==> src/rtl/jt03_wrq_pkg.sv <==
// -----------------------------------------------------------------------------
// jt03_wrq_pkg
// Shared definitions for the jt03 register-write queue: sequencer state
// encoding, the position of the busy flag in the jt03 status byte and the
// layout of one queued (register, value) entry. Imported by the RTL and by
// the bench so both agree on the encoding.
// -----------------------------------------------------------------------------
package jt03_wrq_pkg;

   // Sequencer states; the numeric encoding is fixed so the bench can decode it.
   typedef enum logic [2:0] {
      IDLE  = 3'd0,
      A_WR  = 3'd1,
      A_GAP = 3'd2,
      D_WR  = 3'd3,
      D_GAP = 3'd4,
      POLL  = 3'd5
   } wrq_state_e;

   // Bit of jt03.dout that reports the chip is still busy with a write.
   localparam int STATUS_BUSY_BIT = 7;

   // One queued entry as stored in the FIFO word (register in the high byte).
   typedef struct packed {
      logic [7:0] regn;
      logic [7:0] val;
   } wrq_entry_t;

   // True when an 8-bit tick counter has reached the last tick of a phase
   // that lasts 'len' ticks.
   function automatic logic last_tick(input logic [7:0] cnt, input int len);
      return cnt == 8'(len - 1);
   endfunction

endpackage

==> src/rtl/jt03_wrq_fifo.sv <==
// -----------------------------------------------------------------------------
// jt03_wrq_fifo
// Synchronous 16-bit-wide FIFO with show-ahead read, depth 2**AW.
// Ports:
//   clk, rst_n  clock and asynchronous active-low reset
//   flush       synchronous clear of contents (wins over push and pop)
//   push, din   write request and data; ignored while full
//   pop         consume the head entry; ignored while empty
//   dout        head entry, valid whenever empty=0
//   level       current occupancy (registered)
//   full, empty occupancy flags derived from the registered level
// -----------------------------------------------------------------------------
module jt03_wrq_fifo #(
   parameter int AW = 4
) (
   input  logic          clk,
   input  logic          rst_n,
   input  logic          flush,
   input  logic          push,
   input  logic [15:0]   din,
   input  logic          pop,
   output logic [15:0]   dout,
   output logic [AW:0]   level,
   output logic          full,
   output logic          empty
);

   localparam int DEPTH = 1 << AW;

   logic [15:0]   mem_r [DEPTH];
   logic [AW-1:0] wr_ptr_r;
   logic [AW-1:0] rd_ptr_r;
   logic [AW:0]   level_r;
   logic          do_push_s;
   logic          do_pop_s;

   assign full      = (level_r == (AW+1)'(DEPTH));
   assign empty     = (level_r == (AW+1)'(0));
   assign do_push_s = push && !full && !flush;
   assign do_pop_s  = pop && !empty && !flush;
   assign dout      = mem_r[rd_ptr_r];
   assign level     = level_r;

   // Storage array; data only, no reset needed since level gates validity.
   always_ff @(posedge clk) begin
      if (do_push_s) begin
         mem_r[wr_ptr_r] <= din;
      end
   end

   // Read/write pointers and occupancy.
   always_ff @(posedge clk or negedge rst_n) begin
      if (!rst_n) begin
         wr_ptr_r <= AW'(0);
         rd_ptr_r <= AW'(0);
         level_r  <= (AW+1)'(0);
      end else if (flush) begin
         wr_ptr_r <= AW'(0);
         rd_ptr_r <= AW'(0);
         level_r  <= (AW+1)'(0);
      end else begin
         if (do_push_s) begin
            wr_ptr_r <= wr_ptr_r + AW'(1);
         end
         if (do_pop_s) begin
            rd_ptr_r <= rd_ptr_r + AW'(1);
         end
         case ({do_push_s, do_pop_s})
            2'b10:   level_r <= level_r + (AW+1)'(1);
            2'b01:   level_r <= level_r - (AW+1)'(1);
            default: level_r <= level_r;
         endcase
      end
   end

endmodule

==> src/rtl/jt03_wrq.sv <==
// -----------------------------------------------------------------------------
// jt03_wrq
// Register-write queue and bus sequencer placed in front of jt03. Host logic
// pushes (register, value) pairs; each pair is replayed on the jt03 CPU bus
// as an address write then a data write, after which the status busy flag is
// polled before the next pair is started.
// Ports:
//   clk, rst_n   system clock (shared with jt03), async active-low reset
//   cen          jt03 clock enable; the sequencer only advances when high
//   flush        synchronous clear of FIFO and sequencer (cen-independent)
//   push_valid   host write request; push_reg/push_val carry the pair
//   push_ready   FIFO not full
//   level        FIFO occupancy
//   busy         FIFO non-empty or sequencer active
//   timeout_err  one-clk pulse when busy polling gives up on an entry
//   jt_din, jt_addr, jt_cs_n, jt_wr_n  registered jt03 CPU bus drive
//   jt_dout      jt03 status byte, bit STATUS_BUSY_BIT = busy
// -----------------------------------------------------------------------------
module jt03_wrq
   import jt03_wrq_pkg::*;
#(
   parameter int AW           = 4,
   parameter int WR_HOLD      = 2,
   parameter int POLL_BUSY    = 1,
   parameter int BUSY_TIMEOUT = 255
) (
   input  logic          clk,
   input  logic          rst_n,
   input  logic          cen,
   input  logic          flush,
   input  logic          push_valid,
   output logic          push_ready,
   input  logic [7:0]    push_reg,
   input  logic [7:0]    push_val,
   output logic [AW:0]   level,
   output logic          busy,
   output logic          timeout_err,
   output logic [7:0]    jt_din,
   output logic          jt_addr,
   output logic          jt_cs_n,
   output logic          jt_wr_n,
   input  logic [7:0]    jt_dout
);

   wrq_state_e state_r, state_nx;
   logic [7:0] cnt_r, cnt_nx;
   wrq_entry_t work_r, work_nx;
   logic       cs_n_r, cs_n_nx;
   logic       wr_n_r, wr_n_nx;
   logic       addr_r, addr_nx;
   logic [7:0] din_r, din_nx;
   logic       to_r, to_nx;

   logic       pop_s;
   logic [15:0] fifo_dout_s;
   wrq_entry_t head_s;
   logic       fifo_full_s;
   logic       fifo_empty_s;
   logic       chip_busy_s;
   logic       dout_unused_s;

   assign head_s        = wrq_entry_t'(fifo_dout_s);
   assign chip_busy_s   = jt_dout[STATUS_BUSY_BIT];
   assign dout_unused_s = ^jt_dout[6:0];

   jt03_wrq_fifo #(
      .AW (AW)
   ) u_fifo (
      .clk   (clk),
      .rst_n (rst_n),
      .flush (flush),
      .push  (push_valid),
      .din   ({push_reg, push_val}),
      .pop   (pop_s),
      .dout  (fifo_dout_s),
      .level (level),
      .full  (fifo_full_s),
      .empty (fifo_empty_s)
   );

   assign push_ready = !fifo_full_s;
   assign busy       = !fifo_empty_s || (state_r != IDLE);

   // Next-state and next-bus-value logic; bus values are computed for the
   // state being entered so they register on the same edge as the state.
   always_comb begin
      state_nx = state_r;
      cnt_nx   = cnt_r;
      work_nx  = work_r;
      cs_n_nx  = cs_n_r;
      wr_n_nx  = wr_n_r;
      addr_nx  = addr_r;
      din_nx   = din_r;
      to_nx    = 1'b0;
      pop_s    = 1'b0;
      if (cen) begin
         case (state_r)
            IDLE: begin
               if (!fifo_empty_s) begin
                  pop_s    = 1'b1;
                  work_nx  = head_s;
                  state_nx = A_WR;
                  cnt_nx   = 8'd0;
                  cs_n_nx  = 1'b0;
                  wr_n_nx  = 1'b0;
                  addr_nx  = 1'b0;
                  din_nx   = head_s.regn;
               end else begin
                  cs_n_nx  = 1'b1;
                  wr_n_nx  = 1'b1;
               end
            end
            A_WR: begin
               if (last_tick(cnt_r, WR_HOLD)) begin
                  state_nx = A_GAP;
                  cnt_nx   = 8'd0;
                  cs_n_nx  = 1'b1;
                  wr_n_nx  = 1'b1;
               end else begin
                  cnt_nx   = cnt_r + 8'd1;
               end
            end
            A_GAP: begin
               state_nx = D_WR;
               cnt_nx   = 8'd0;
               cs_n_nx  = 1'b0;
               wr_n_nx  = 1'b0;
               addr_nx  = 1'b1;
               din_nx   = work_r.val;
            end
            D_WR: begin
               if (last_tick(cnt_r, WR_HOLD)) begin
                  state_nx = D_GAP;
                  cnt_nx   = 8'd0;
                  cs_n_nx  = 1'b1;
                  wr_n_nx  = 1'b1;
               end else begin
                  cnt_nx   = cnt_r + 8'd1;
               end
            end
            D_GAP: begin
               cnt_nx  = 8'd0;
               addr_nx = 1'b0;
               if (POLL_BUSY != 0) begin
                  state_nx = POLL;
                  cs_n_nx  = 1'b0;
                  wr_n_nx  = 1'b1;
               end else begin
                  state_nx = IDLE;
                  cs_n_nx  = 1'b1;
                  wr_n_nx  = 1'b1;
               end
            end
            POLL: begin
               // The first POLL tick only lets the status read settle.
               if ((cnt_r != 8'd0) && !chip_busy_s) begin
                  state_nx = IDLE;
                  cs_n_nx  = 1'b1;
               end else if (last_tick(cnt_r, BUSY_TIMEOUT)) begin
                  state_nx = IDLE;
                  cs_n_nx  = 1'b1;
                  to_nx    = 1'b1;
               end else begin
                  cnt_nx   = cnt_r + 8'd1;
               end
            end
            default: begin
               state_nx = IDLE;
               cnt_nx   = 8'd0;
               cs_n_nx  = 1'b1;
               wr_n_nx  = 1'b1;
               addr_nx  = 1'b0;
            end
         endcase
      end else begin
         state_nx = state_r;
      end
   end

   // Sequencer state, work registers and registered bus outputs.
   always_ff @(posedge clk or negedge rst_n) begin
      if (!rst_n) begin
         state_r <= IDLE;
         cnt_r   <= 8'd0;
         work_r  <= '0;
         cs_n_r  <= 1'b1;
         wr_n_r  <= 1'b1;
         addr_r  <= 1'b0;
         din_r   <= 8'd0;
         to_r    <= 1'b0;
      end else if (flush) begin
         state_r <= IDLE;
         cnt_r   <= 8'd0;
         work_r  <= '0;
         cs_n_r  <= 1'b1;
         wr_n_r  <= 1'b1;
         addr_r  <= 1'b0;
         din_r   <= 8'd0;
         to_r    <= 1'b0;
      end else begin
         state_r <= state_nx;
         cnt_r   <= cnt_nx;
         work_r  <= work_nx;
         cs_n_r  <= cs_n_nx;
         wr_n_r  <= wr_n_nx;
         addr_r  <= addr_nx;
         din_r   <= din_nx;
         to_r    <= to_nx;
      end
   end

   assign jt_cs_n     = cs_n_r;
   assign jt_wr_n     = wr_n_r;
   assign jt_addr     = addr_r;
   assign jt_din      = din_r;
   assign timeout_err = to_r;

endmodule

==> config.mk <==
export PLATFORM = sky130hd
export DESIGN_NAME = jt03_wrq
export DESIGN_NICKNAME = d
export VERILOG_FILES = /design/src/rtl/jt03_wrq_pkg.sv /design/src/rtl/jt03_wrq_fifo.sv /design/src/rtl/jt03_wrq.sv
export SDC_FILE = /design/constraint.sdc
export NUM_CORES = 1
export LEC_CHECK = 0
export BUFFER_PORTS_ARGS = -buffer_cell sky130_fd_sc_hd__clkbuf_2
export CORE_MARGIN = 8
export CORE_UTILIZATION = 30
export DETAILED_ROUTE_END_ITERATION = 8
export PLACE_DENSITY = 0.46
export SLEW_MARGIN = 40
export SYNTH_ARGS = -nofsm -noshare
export SYNTH_HDL_FRONTEND = slang
export SYNTH_SLANG_ARGS = --single-unit
==> constraint.sdc <==
create_clock -name clk -period 9 [get_ports clk]
set_input_delay 1.8 -clock clk [delete_from_list [all_inputs] [get_ports clk]]
set_output_delay 1.8 -clock clk [all_outputs]
set_load 0.1 [all_outputs]
; ---- Word level (Yosys, flattened, before mapping)
; Memory sizes are Yosys's and may differ from the RTL's.
; Cells that the tools add are included.
[totals]
out_inout_bits = 19
word_cells = 120
ff_bits = 44
memories = 1
mem_bits_rw = 256
in_bits = 29
[memory_table]
columns = memory, depth, word_bits, read_ports, rd_ports_with_merged_regs, write_ports, line_no
row1 = u_fifo.mem_r, 16, 16, 1, 0, 1, jt03_wrq_fifo.sv:30  ; logic [15:0] mem_r [DEPTH];
[op_classes]
reduce_logical = 30
eq_ne = 20
n_addsub = 5
mux = 53
[ops]
columns = op, n
row1 = 2-to-1 mux 8 bit, 13
row2 = case mux 8 bit (3 select lines), 1
row3 = 2-to-1 mux 1 bit, 21
row4 = 2-to-1 mux 3 bit, 7
row5 = case mux 3 bit (6 select lines), 1
row6 = 2-to-1 mux 4 bit, 4
row7 = case mux 8 bit (2 select lines), 1
row8 = "!= test 3 bit, second input constant", 5
row9 = AND reduction 3 bit, 5
row10 = case mux 5 bit (2 select lines), 1
row11 = nonzero test 3 bit, 3
row12 = "adder 4 x 1 -> 4 bit, second input constant", 2
row13 = "adder 8 x 1 -> 8 bit, second input constant", 1
row14 = "== test 8 x 1 -> 1 bit, second input constant", 1
row15 = "== test 8 bit, second input constant", 1
row16 = case mux 1 bit (4 select lines), 2
row17 = nonzero test 2 bit, 4
row18 = nonzero test 8 bit, 1
row19 = "== test 3 x 2 -> 1 bit, second input constant", 2
row20 = "== test 3 bit, second input constant", 2
row21 = "adder 5 x 1 -> 5 bit, second input constant", 1
row22 = "== test 5 bit, second input constant", 1
row23 = logical AND 1 bit, 5
row24 = zero test 5 bit, 1
row25 = 17 further kinds, 22

; ---- Longest topological paths before layout
; Gate-level depths: netlist of run 1.
[depth]
depth_word = 9
depth_mapped = 13
mapped_depth_nobuf = 10

; ---- Cells and area by module
; Synthesis of run 1 repeated with hierarchy kept, for this count alone.
[hier_totals]
cells_unflattened = 759
hier_area_um2 = 12493.2
[by_module_without_submodules]
columns = module, area_per_inst_um2, cells_each, instances, seq_area_each_um2
row1 = jt03_wrq_fifo, 10731.5, 593, 1, 8012.7
row2 = jt03_wrq, 1761.7, 166, 1, 778.2

; ---- Worst setup path before layout of run 1
; No wires, ideal clock.
[synth_path]
path_kind = input-to-reg
from = input port flush
to = register u_fifo.level_r[4], in the netlist u_fifo.level[4]
cell_stages = 11
setup_ns = 0.067
t_arrival_ns = 4.082
slack_ns = 4.850
required_time_ns = 8.933
path_buffers = 2
path_cell_list = nor4b_1 > o211a_4 > buf_8 > buf_2 > nand2_1 > fa_1 > nor2b_1 > o21ai_0 > a211o_1 > a211oi_1 > nand2b_1
[synth_via]
elab_chain_cells = 5
elab_cells_between_ends = 8
cone_classes = eq/ne (2) / mux (2) / reduce/logical (4)
[synth_lines]
columns = item, line_no
row1 = start: declaration, jt03_wrq.sv:30  ; input logic flush,
row2 = zero test 1 bit, "jt03_wrq_fifo.sv:39, jt03_wrq_fifo.sv:40"
row3 = "logical AND 1 bit, on equally long branches", "jt03_wrq_fifo.sv:40, jt03_wrq_fifo.sv:39"
row4 = == test 2 x 1 -> 1 bit or == test 2 bit (tied branches), jt03_wrq_fifo.sv:68  ; case ({do_push_s, do_pop_s})
row5 = case mux 5 bit (2 select lines), jt03_wrq_fifo.sv:68
row6 = 2-to-1 mux 5 bit, jt03_wrq_fifo.sv:57  ; end else if (flush) begin
row7 = end signal: assignment, jt03_wrq_fifo.sv:56  ; level_r <= (AW+1)'(0);
row8 = end signal: assignment, jt03_wrq_fifo.sv:69  ; 2'b10: level_r <= level_r + (AW+1)'(1);
row9 = end signal: assignment, jt03_wrq_fifo.sv:70  ; 2'b01: level_r <= level_r - (AW+1)'(1);
row10 = end: declaration, jt03_wrq_fifo.sv:33  ; logic [AW:0] level_r;
; Parallel ways exist; a longest one is shown, timed or not.
; A chain may end at the register's enable or synchronous reset.

; ---- Worst setup path after layout of run 1
; Ends and elaborated chain as after synthesis.

==> results of run 1 <==
registers in the layout (all words and copies together), names as in the netlist:
name and flops:
cnt_r 8, jt_addr 1, jt_cs_n 1, jt_din 8, jt_wr_n 1, state_r 3, timeout_err 1, u_fifo.level 5
u_fifo.mem_r 256, u_fifo.rd_ptr_r 4, u_fifo.wr_ptr_r 4, work_r 8
final cells by class:
type                    count  area, sq um  area share
clock buffers              43          906      0.0640
clock inverters            20          136     0.00963
inverters                  22         82.6     0.00583
multi-input cells         306         3220       0.227
flip-flops and latches    300         8800       0.621
well taps                 532          666      0.0470
repair buffers             60          358      0.0253
critical path, cell delays in order:
cell	delay [ns]
clkbuf_2	0.31
nor4b_1	0.55
o211a_4	0.48
nand2_1	0.15
inv_1	0.14
ha_1	0.28
nor2b_1	0.14
o21ai_0	0.29
nand4_1	0.14
a211oi_1	0.24
nand2b_1	0.13
report_power, final:
| group | switching [mW] | leakage [nW] | total, mW | internal, mW |
|---|---|---|---|---|
| Clock | 0.546 | 0.505 | 1.29 | 0.748 |
| Combinational | 0.509 | 1.24 | 0.785 | 0.275 |
| Sequential | 0.0720 | 2.90 | 1.64 | 1.57 |
cell families (layout without fill, tap and decap cells):
| family | count (synthesis) | count (layout) | synth area share |
|---|---|---|---|
| xor gates and xnor gates | 9 | 9 | 0.00801 |
| buffers and inverters | 55 | 145 | 0.0195 |
| DFF | 300 | 300 | 0.722 |
| and+or+nand+nor | 107 | 107 | 0.0435 |
| adders and majority gates | 13 | 13 | 0.0140 |
| AOI/OAI and AO/OA | 96 | 96 | 0.0610 |
| muxes | 81 | 81 | 0.132 |
routing by layer:
layer  track usage  part of all wire  vias to the layer above
met5             0                 0                        -
met4        0.0379             0.022                        0
met3        0.0283             0.049                       41
met2         0.199              0.48                      161
met1         0.157              0.44                     3343
li1              -                 -                     2805
synthesized netlist by cell type (all sizes together), types with 3 or more instances:
cell | number | area, sq um
mux4 | 64 | 1440
edfxtp | 256 | 7690
a211o | 4 | 35.0
a21oi | 9 | 48.8
nor2 | 32 | 125
nand2 | 28 | 121
inv | 22 | 82.6
nor2b | 4 | 25.0
nand3 | 10 | 50.1
buf | 19 | 103
clkbuf | 14 | 52.6
xnor2 | 4 | 53.8
mux2i | 17 | 170
dfrtp | 42 | 1050
nand2b | 4 | 25.0
nor3 | 9 | 50.1
ha | 12 | 150
a221o | 8 | 80.1
a22oi | 17 | 128
a211oi | 6 | 45.0
or2 | 3 | 18.8
o22ai | 14 | 100
xor2 | 5 | 43.8
and2 | 3 | 18.8
nand4 | 7 | 43.8
o21ai | 11 | 66.3
a22o | 11 | 96.3
cells in the final DEF, fill, tap and decap left out, types with 8 or more instances in the layout:
master     count
o22ai_1       12
clkbuf_16     35
o21ai_0        8
ha_1          12
clkbuf_1       8
a21oi_1        8
nor2_1        17
nand2_1       27
buf_4         18
clkinv_1      10
a221o_1        8
edfxtp_1     256
dfrtp_1       40
nand3_1       10
inv_1         22
nor2_2        15
mux2i_1       17
mux4_2        64
a22oi_1       17
a22o_1        11
clkbuf_2      40
stage by stage:
step	area (sq um)	std cells	hold slack, ns	power, mW
after CTS	14200	1283	0.488	3.78
after detailed placement	13100	1220	0.478	2.47
after floorplan	12200	661	0.467	2.29
after global placement	13100	1220	0.461	2.45
final	14200	1283	0.483	3.72
after global routing	14200	1283	0.524	3.89
final timing paths:
path | from | endpoint | depth (start not counted)
worst min-delay path | jt_wr_n | jt_wr_n | 2
worst max-delay path | flush | u_fifo.level[4] | 11
max in group asynchronous | rst_n | u_fifo.rd_ptr_r[0] | 2
min in group asynchronous | rst_n | jt_addr | 2
worst min register to register | jt_wr_n | jt_wr_n | 2
worst max register to register | u_fifo.level[1] | u_fifo.level[4] | 10
==> impl_metrics.tcl, run 1 <==
set metrics [dict create \
    status "finished, final reports clean" \
    drc 0 \
    cap_violations 0 \
    start_kind "input port" \
    arrival_ns 4.67 \
    synth_edf_count 256 \
    drtIter0Drc 511 \
    layout-area-overhead-vs-synth_pct 16.3 \
    ioPinCount 48 \
    io_buffers 40 \
    h-tree-depth 2 \
    root_buffer "clkbuf_16" \
    gp_congestion 0.821 \
    die_y_microns 217 \
    drive_gt1_frac 0.277 \
    wire_per_inst_microns 22.1 \
    postCtsSetupRepairBufs 0 \
    period_minus_slack_ns 4.22 \
    period_share 0.469 \
    ctsHoldBuffers 0 \
    grt_pass1_wl_mm 42.8 \
    fmax_ghz 0.237 \
    via_per_inst 4.95 \
    ant_nets 0 \
    placementRows 74 \
    initial_core_util 0.301 \
    fin_util 0.350 \
    avgSynthCellArea_sq_um 18.4 \
    hold_path.class "reg2reg" \
    synthArstFlopShare 0.147 \
    fin_ws_ns 4.78 \
    nets 767 \
    via_count 6350 \
    dieWidth_microns 217 \
    finalSetupTns_ns 0 \
    synth-seq-cells 300 \
    grt_pass1_vias 6838 \
    dieArea_sq_mm 0.0473 \
    wl_mm 28.4 \
    rsz0062_at_grt "false" \
    power.density_mw_per_mm2 263 \
    clock_sinks 300 \
    place_worst_setup_slack_ns 4.25 \
    drv_slew 0 \
    fin_skew_ns 0.0201 \
    ys_warn_count 0 \
    critPathKind "in2reg" \
    grt_usage 0.121 \
    clkLatencyLatePin_ns 0.53 \
    synth_nets 703 \
    antenna_found_initial 0 \
    nFillCells 3748 \
    cts_inserted_buffers 35 \
    cp-end-kind "register" \
    worstMarginPinSlew_ns 0.757 \
    syn_inst 661 \
    r2r_slack_ns 5.86 \
    cts_buffer_depth 3 \
    relSlewSlack 0.495 \
    drtPass1Iterations 5 \
    cts_resized 0 \
    syn_area_sq_mm 0.0122 \
    worstPathRequired_ns 9.45 \
    synth-main-ff-cell "edfxtp_1" \
    grt_start_max_net_pins 68 \
    crit_fanout 22 \
    setup_viol 0 \
    diodes 0 \
    grt_overflow 0 \
    synth-seq-area-share 0.722 \
    vdd_ir_drop_max_mv 0.200 \
    leakage_nw 4.65 \
    cts_tree "done" \
    fp.coreArea_sq_mm 0.0405 \
    timing_hold_violations_final 0 \
    place_hpwl_mm 16.7 \
    clk_pin_slew_ns 0.06 \
    ys_types 59 \
]
Power figures use the tool's default switching activity.
==> inputs of run 2 (changes only) <==
- PLACE_DENSITY: 0.46 -> 0.47
- clock period: 9 -> 3.4 ns (I/O delays scaled with it)
==> run 2 against run 1 <==
  * Die area unchanged
  * Highest routed layer is now met5
  * Largest cell class unchanged
  * Worst setup slack got worse by 4.4 ns
  * Critical path depth decreased by 8
  * Largest power group unchanged
  * Register-to-register slack got worse by 5.5 ns
  * Critical path type is now reg2out
  * Non-clock buffer count increased by 8
  * Combinational power increased to 2.7 times the previous value
==> impl_metrics.tcl, run 2 (same netlist as run 1, synthesis figures left out) <==
set metrics [dict create \
    status "finished, final reports clean" \
    setup_viol 0 \
    met1_length_mm 12.7 \
    wl_mm 28.3 \
    layout-area-overhead-vs-synth_pct 17.1 \
    period_share 0.891 \
    largest_register "u_fifo.mem_r" \
    cp-end-kind "output port" \
    power.density_mw_per_mm2 699 \
    fin_cells 1288 \
    wire_per_inst_microns 21.9 \
    grt_usage 0.120 \
    fp.coreArea_sq_mm 0.0405 \
    die_y_microns 217 \
    arrival_ns 2.35 \
    ioPinCount 48 \
    grt_start_max_net_pins 35 \
    drive_gt1_frac 0.290 \
    place_inst 1228 \
    drv_slew 0 \
    antenna_found_initial 1 \
    slowest_delay_ns 0.69 \
    critPathKind "reg2out" \
    rsz0062_at_grt "false" \
    finalSetupTns_ns 0 \
    cp_slowest_cell "or4_1" \
    crit_fanout 6 \
    cap_violations 0 \
    cts_buffer_depth 3 \
    clkLatencyLatePin_ns 0.51 \
    fin_util 0.352 \
    power_mw 9.97 \
    cts_inserted_buffers 35 \
    worstPathRequired_ns 2.72 \
    root_buffer "clkbuf_16" \
    crit_chain "or4_1, or2_2, clkbuf_2" \
    period_minus_slack_ns 3.03 \
    wl_met2_mm 13.9 \
    final_cell_mix "256 x edfxtp_1, 64 x mux4_2, 39 x clkbuf_2, 37 x dfrtp_1, 35 x clkbuf_16" \
    place_worst_setup_slack_ns 0.327 \
    whs_ns 0.161 \
    cts_resized 0 \
    ant_nets 0 \
    dieArea_sq_mm 0.0473 \
    dieWidth_microns 217 \
    top_layer "met5" \
    grt_pass1_wl_mm 42.8 \
    via_per_inst 4.93 \
    h-tree-depth 2 \
    clock_sinks 300 \
    vdd_ir_drop_max_mv 0.391 \
    relSlewSlack 0.540 \
    nFillCells 3779 \
    nets 775 \
    ctsHoldBuffers 0 \
    placementRows 74 \
    leakage_nw 4.71 \
    start_kind "register" \
    drc 0 \
    via_count 6348 \
    hold_path.class "in2async" \
    worstMarginPinSlew_ns 0.690 \
    grt_pass1_vias 6764 \
    met3_length_mm 1.09 \
    largest_reg_flops 256 \
    cpLargestDelayFamily "simple AND/OR/NAND/NOR gates" \
    io_buffers 40 \
    fin_area_sq_mm 0.0143 \
    diodes 0 \
    clk_pin_slew_ns 0.05 \
    postCtsSetupRepairBufs 0 \
    dpl_cell_area_sq_mm 0.0132 \
    drtIter0Drc 426 \
    grt_overflow 0 \
    timing_hold_violations_final 0 \
    gp_congestion 0.817 \
    final_common_cell "edfxtp_1" \
    place_hpwl_mm 17.1 \
    fin_skew_ns 0.0279 \
    fin_ws_ns 0.370 \
    initial_core_util 0.301 \
    cts_tree "done" \
    fmax_ghz 0.330 \
    drtPass1Iterations 5 \
    crit_buf_inv 1 \
]
-- run 2: changes by cell type in the layout (fill, tap and decap cells not counted), moves of 2 or more --
cell,change
clkbuf_1,-5
dfrtp_1,-3
buf_4,+8
dfrtp_2,+3
buf_12,+2
buf_6,-2
bufinv_16,+2
clkinv_2,+2
-- run 2: path summary, 6_finish.rpt --
| check | startpoint | end | slack [ns] | cells past startpoint |
|---|---|---|---|---|
| worst max-delay path | u_fifo.level[1] | busy | 0.37 | 3 |
| max in group asynchronous | rst_n | jt_wr_n | 2.61 | 2 |
| worst max register to register | u_fifo.level[1] | u_fifo.level[4] | 0.40 | 10 |
| worst min register to register | jt_wr_n | jt_wr_n | 0.47 | 2 |
| worst min-delay path | rst_n | u_fifo.level[2] | 0.16 | 1 |
| min in group clk | jt_wr_n | jt_wr_n | 0.47 | 2 |
-- run 2: metal layers --
| metal | vias to the layer above | GRT usage |
|---|---|---|
| met5 | - | 0 |
| met4 | 2 | 0.0325 |
| met3 | 38 | 0.0225 |
| met2 | 147 | 0.199 |
| met1 | 3344 | 0.160 |
| li1 | 2817 | - |
-- run 2: area by class of cell --
class	count	area, sq um	share of cell area
repair buffers	68	438	0.0307
flip-flops and latches	300	8800	0.617
multi-input cells	306	3200	0.225
clock inverters	22	184	0.0129
clock buffers	38	887	0.0622
inverters	22	82.6	0.00579
well taps	532	666	0.0467
-- run 2: where the power goes --
group | total [mW] | internal [mW] | switching [mW]
registers | 4.33 | 4.15 | 0.179
logic | 2.13 | 0.768 | 1.37
clock network | 3.51 | 2.10 | 1.40
total | 9.97 | 7.03 | 2.95
==> inputs of run 3 (changes only) <==
- ABC_AREA: unset -> 1
- GPL_ROUTABILITY_DRIVEN: unset -> 0
==> run 3 against run 2 <==
  * Register-to-register slack improved by 0.61 ns
  * Via count increased by 35%
  * Final area increased by 5.1%
  * First-iteration DRC count increased by 96%
  * Sequential share of layout area decreased by 3.1 points
  * Clock-buffer cell count increased by 7
==> impl_metrics.tcl, run 3 <==
set metrics [dict create \
    largest_register "u_fifo.mem_r" \
    crit_buf_inv 2 \
    grt_pass1_wl_mm 52.0 \
    multi_input_area_sq_mm 0.00373 \
    drtIter0Drc 833 \
    ys_warn_count 0 \
    grt_start_max_net_pins 136 \
    worstMarginPinSlew_ns 0.828 \
    power.density_mw_per_mm2 728 \
    drv_slew 0 \
    place_hpwl_mm 19.6 \
    synth-main-ff-cell "edfxtp_1" \
    cp-end-kind "output port" \
    fin_util 0.350 \
    fin_area_sq_mm 0.0150 \
    setup_viol 0 \
    via_count 8543 \
    clk_pin_slew_ns 0.06 \
    drc 0 \
    synthArstFlopShare 0.147 \
    drtPass1Iterations 5 \
    syn_area_sq_mm 0.0129 \
    largest_reg_flops 256 \
    r2r-end "u_fifo.level[4]" \
    status "finished, final reports clean" \
    placementRows 76 \
    synth-seq-area-share 0.681 \
    synth_edf_count 256 \
    rsz0062_at_grt "false" \
    cap_violations 0 \
    ioPinCount 48 \
    grt_overflow 0 \
    worstPathRequired_ns 2.72 \
    crit_chain "nor2_1, nand3_2, nor2_4, inv_1, clkbuf_2" \
    cts_tree "done" \
    clkLatencyLatePin_ns 0.53 \
    synthTopCellsByCount "322 x nand2_1, 256 x edfxtp_1, 174 x nor2_1, 82 x nand3_1, 69 x o21ai_0" \
    finalSetupTns_ns 0 \
    cts_inserted_buffers 34 \
    nFillCells 4307 \
    r2r_slack_ns 1.01 \
    start_kind "register" \
    synth-seq-cells 300 \
    h-tree-depth 2 \
    fin_skew_ns 0.0197 \
    clock_sinks 300 \
    wire_per_inst_microns 18.8 \
    final_common_cell "nand2_1" \
    crit_fanout 5 \
    drive_gt1_frac 0.147 \
    final_cell_mix "322 x nand2_1, 256 x edfxtp_1, 162 x nor2_1, 81 x nand3_1, 69 x o21ai_0" \
    fp.coreArea_sq_mm 0.0428 \
    postCtsSetupRepairBufs 0 \
    ff_latch_area_sq_mm 0.00879 \
    leakage_nw 5.71 \
    hold_path.class "in2async" \
    cts_resized 0 \
    grt_usage 0.136 \
    rr_worst_depth 16 \
    cts_buffer_depth 3 \
    dieWidth_microns 223 \
    diodes 0 \
    grt_pass1_vias 8274 \
    reg2reg_from "state_r[0]" \
    vdd_ir_drop_max_mv 0.496 \
    arrival_ns 1.97 \
    critPathLaunch "u_fifo.level[1]" \
    ys_types 39 \
    avgSynthCellArea_sq_um 10.9 \
    relSlewSlack 0.447 \
    antenna_found_initial 0 \
    yosysTopAreaCell "edfxtp_1" \
    critPathKind "reg2out" \
    synth_area_leaders "edfxtp_1 60%, nand2_1 9.4%, dfrtp_1 8.1%" \
    timing_hold_violations_final 0 \
    ctsHoldBuffers 0 \
    ant_nets 0 \
    slowest_delay_ns 0.42 \
    syn_inst 1183 \
    die_y_microns 223 \
    synth_top_cell_area_share 0.595 \
    io_buffers 40 \
    via_per_inst 4.71 \
    root_buffer "clkbuf_16" \
    layout-area-overhead-vs-synth_pct 16.1 \
    power_mw 10.9 \
    initial_core_util 0.302 \
    crit_end "busy" \
    cp.depth 5 \
    wl_mm 34.2 \
    cp_slowest_cell "dfrtp_1" \
    nets 1284 \
    yosys.cell_count.top_type "nand2_1" \
    synth_nets 1225 \
    period_minus_slack_ns 2.65 \
    dpl_cell_area_sq_mm 0.0139 \
    dieArea_sq_mm 0.0499 \
    fmax_ghz 0.377 \
    cpLargestDelayFamily "simple AND/OR/NAND/NOR gates" \
    period_share 0.780 \
]
## run 3: cell types whose count changed in the layout (fill, tap and decap cells not counted), sizes merged, moves of 17 or more
cell and change:
nand3 +80, inv +22, o21ai +65, mux2i -17, nand2 +301, mux4 -64, a22oi -17, a21oi +37
o211ai +21, nor2 +153
## run 3: layout make-up
type                            instances  area share
Clock buffer                           45      0.0608
Clock inverter                         17      0.0134
Inverter                               44      0.0112
Multi-Input combinational cell        786       0.249
Sequential cell                       300       0.587
Tap cell                              546      0.0456
Timing Repair Buffer                   76      0.0339
## run 3: logic make-up (layout without fill, tap and decap cells)
family / after synthesis / count (layout) / synth area share
simple gates: 624 / 624 / 0.205
fa+ha+maj: 13 / 13 / 0.0132
xor+xnor: 3 / 3 / 0.00204
flops: 300 / 300 / 0.681
buf+inv: 97 / 182 / 0.0365
compound gates: 146 / 146 / 0.0628
## run 3: metal layers
layer,part of all wire,track usage,vias up
li1,-,-,4181
met1,0.49,0.198,4132
met2,0.44,0.208,185
met3,0.049,0.0215,45
met4,0.017,0.0365,0
met5,0,0,-
## run 3: worst min-delay path by stage
stage	slack [ns]	endpoint	startpoint
2_1_floorplan	0.38	cnt_r[0]	rst_n
3_3_place_gp	0.47	work_r[7]	work_r[7]
3_5_place_dp	0.47	work_r[0]	work_r[0]
4_1_cts	0.22	cnt_r[6]	rst_n
5_1_grt	0.24	cnt_r[6]	rst_n
6_report	0.22	cnt_r[6]	rst_n
## run 3: metrics by stage
stage | setup WS (ns) | std cells | hold slack, ns
finish | 0.749 | 1814 | 0.217
global placement | 0.907 | 1752 | 0.467
global route | 0.613 | 1814 | 0.239
detailed placement | 0.904 | 1752 | 0.466
CTS | 0.707 | 1814 | 0.219
floorplan | 0.0968 | 1183 | 0.384
## run 3: power breakdown
| part | switching [mW] | total (mW) | internal, mW | leakage (nW) |
|---|---|---|---|---|
| Clock | 1.47 | 3.67 | 2.20 | 0.540 |
| Sequential | 0.153 | 4.34 | 4.18 | 2.90 |
| Combinational | 2.25 | 2.91 | 0.659 | 2.28 |
## run 3: worst register-to-register path, stage by stage, from the launching register on
cell      delay (ns)
dfrtp_1         0.45
inv_2           0.14
nand2_2         0.08
nor2_4          0.16
nand3_4         0.14
nor2_4          0.19
inv_2           0.08
fa_1            0.39
nand3b_1        0.20
nand2_1         0.09
nand2_1         0.04
nand2_1         0.07
inv_1           0.04
nand2_1         0.05
nand2_1         0.05
nand3_1         0.07
nand2_1         0.05
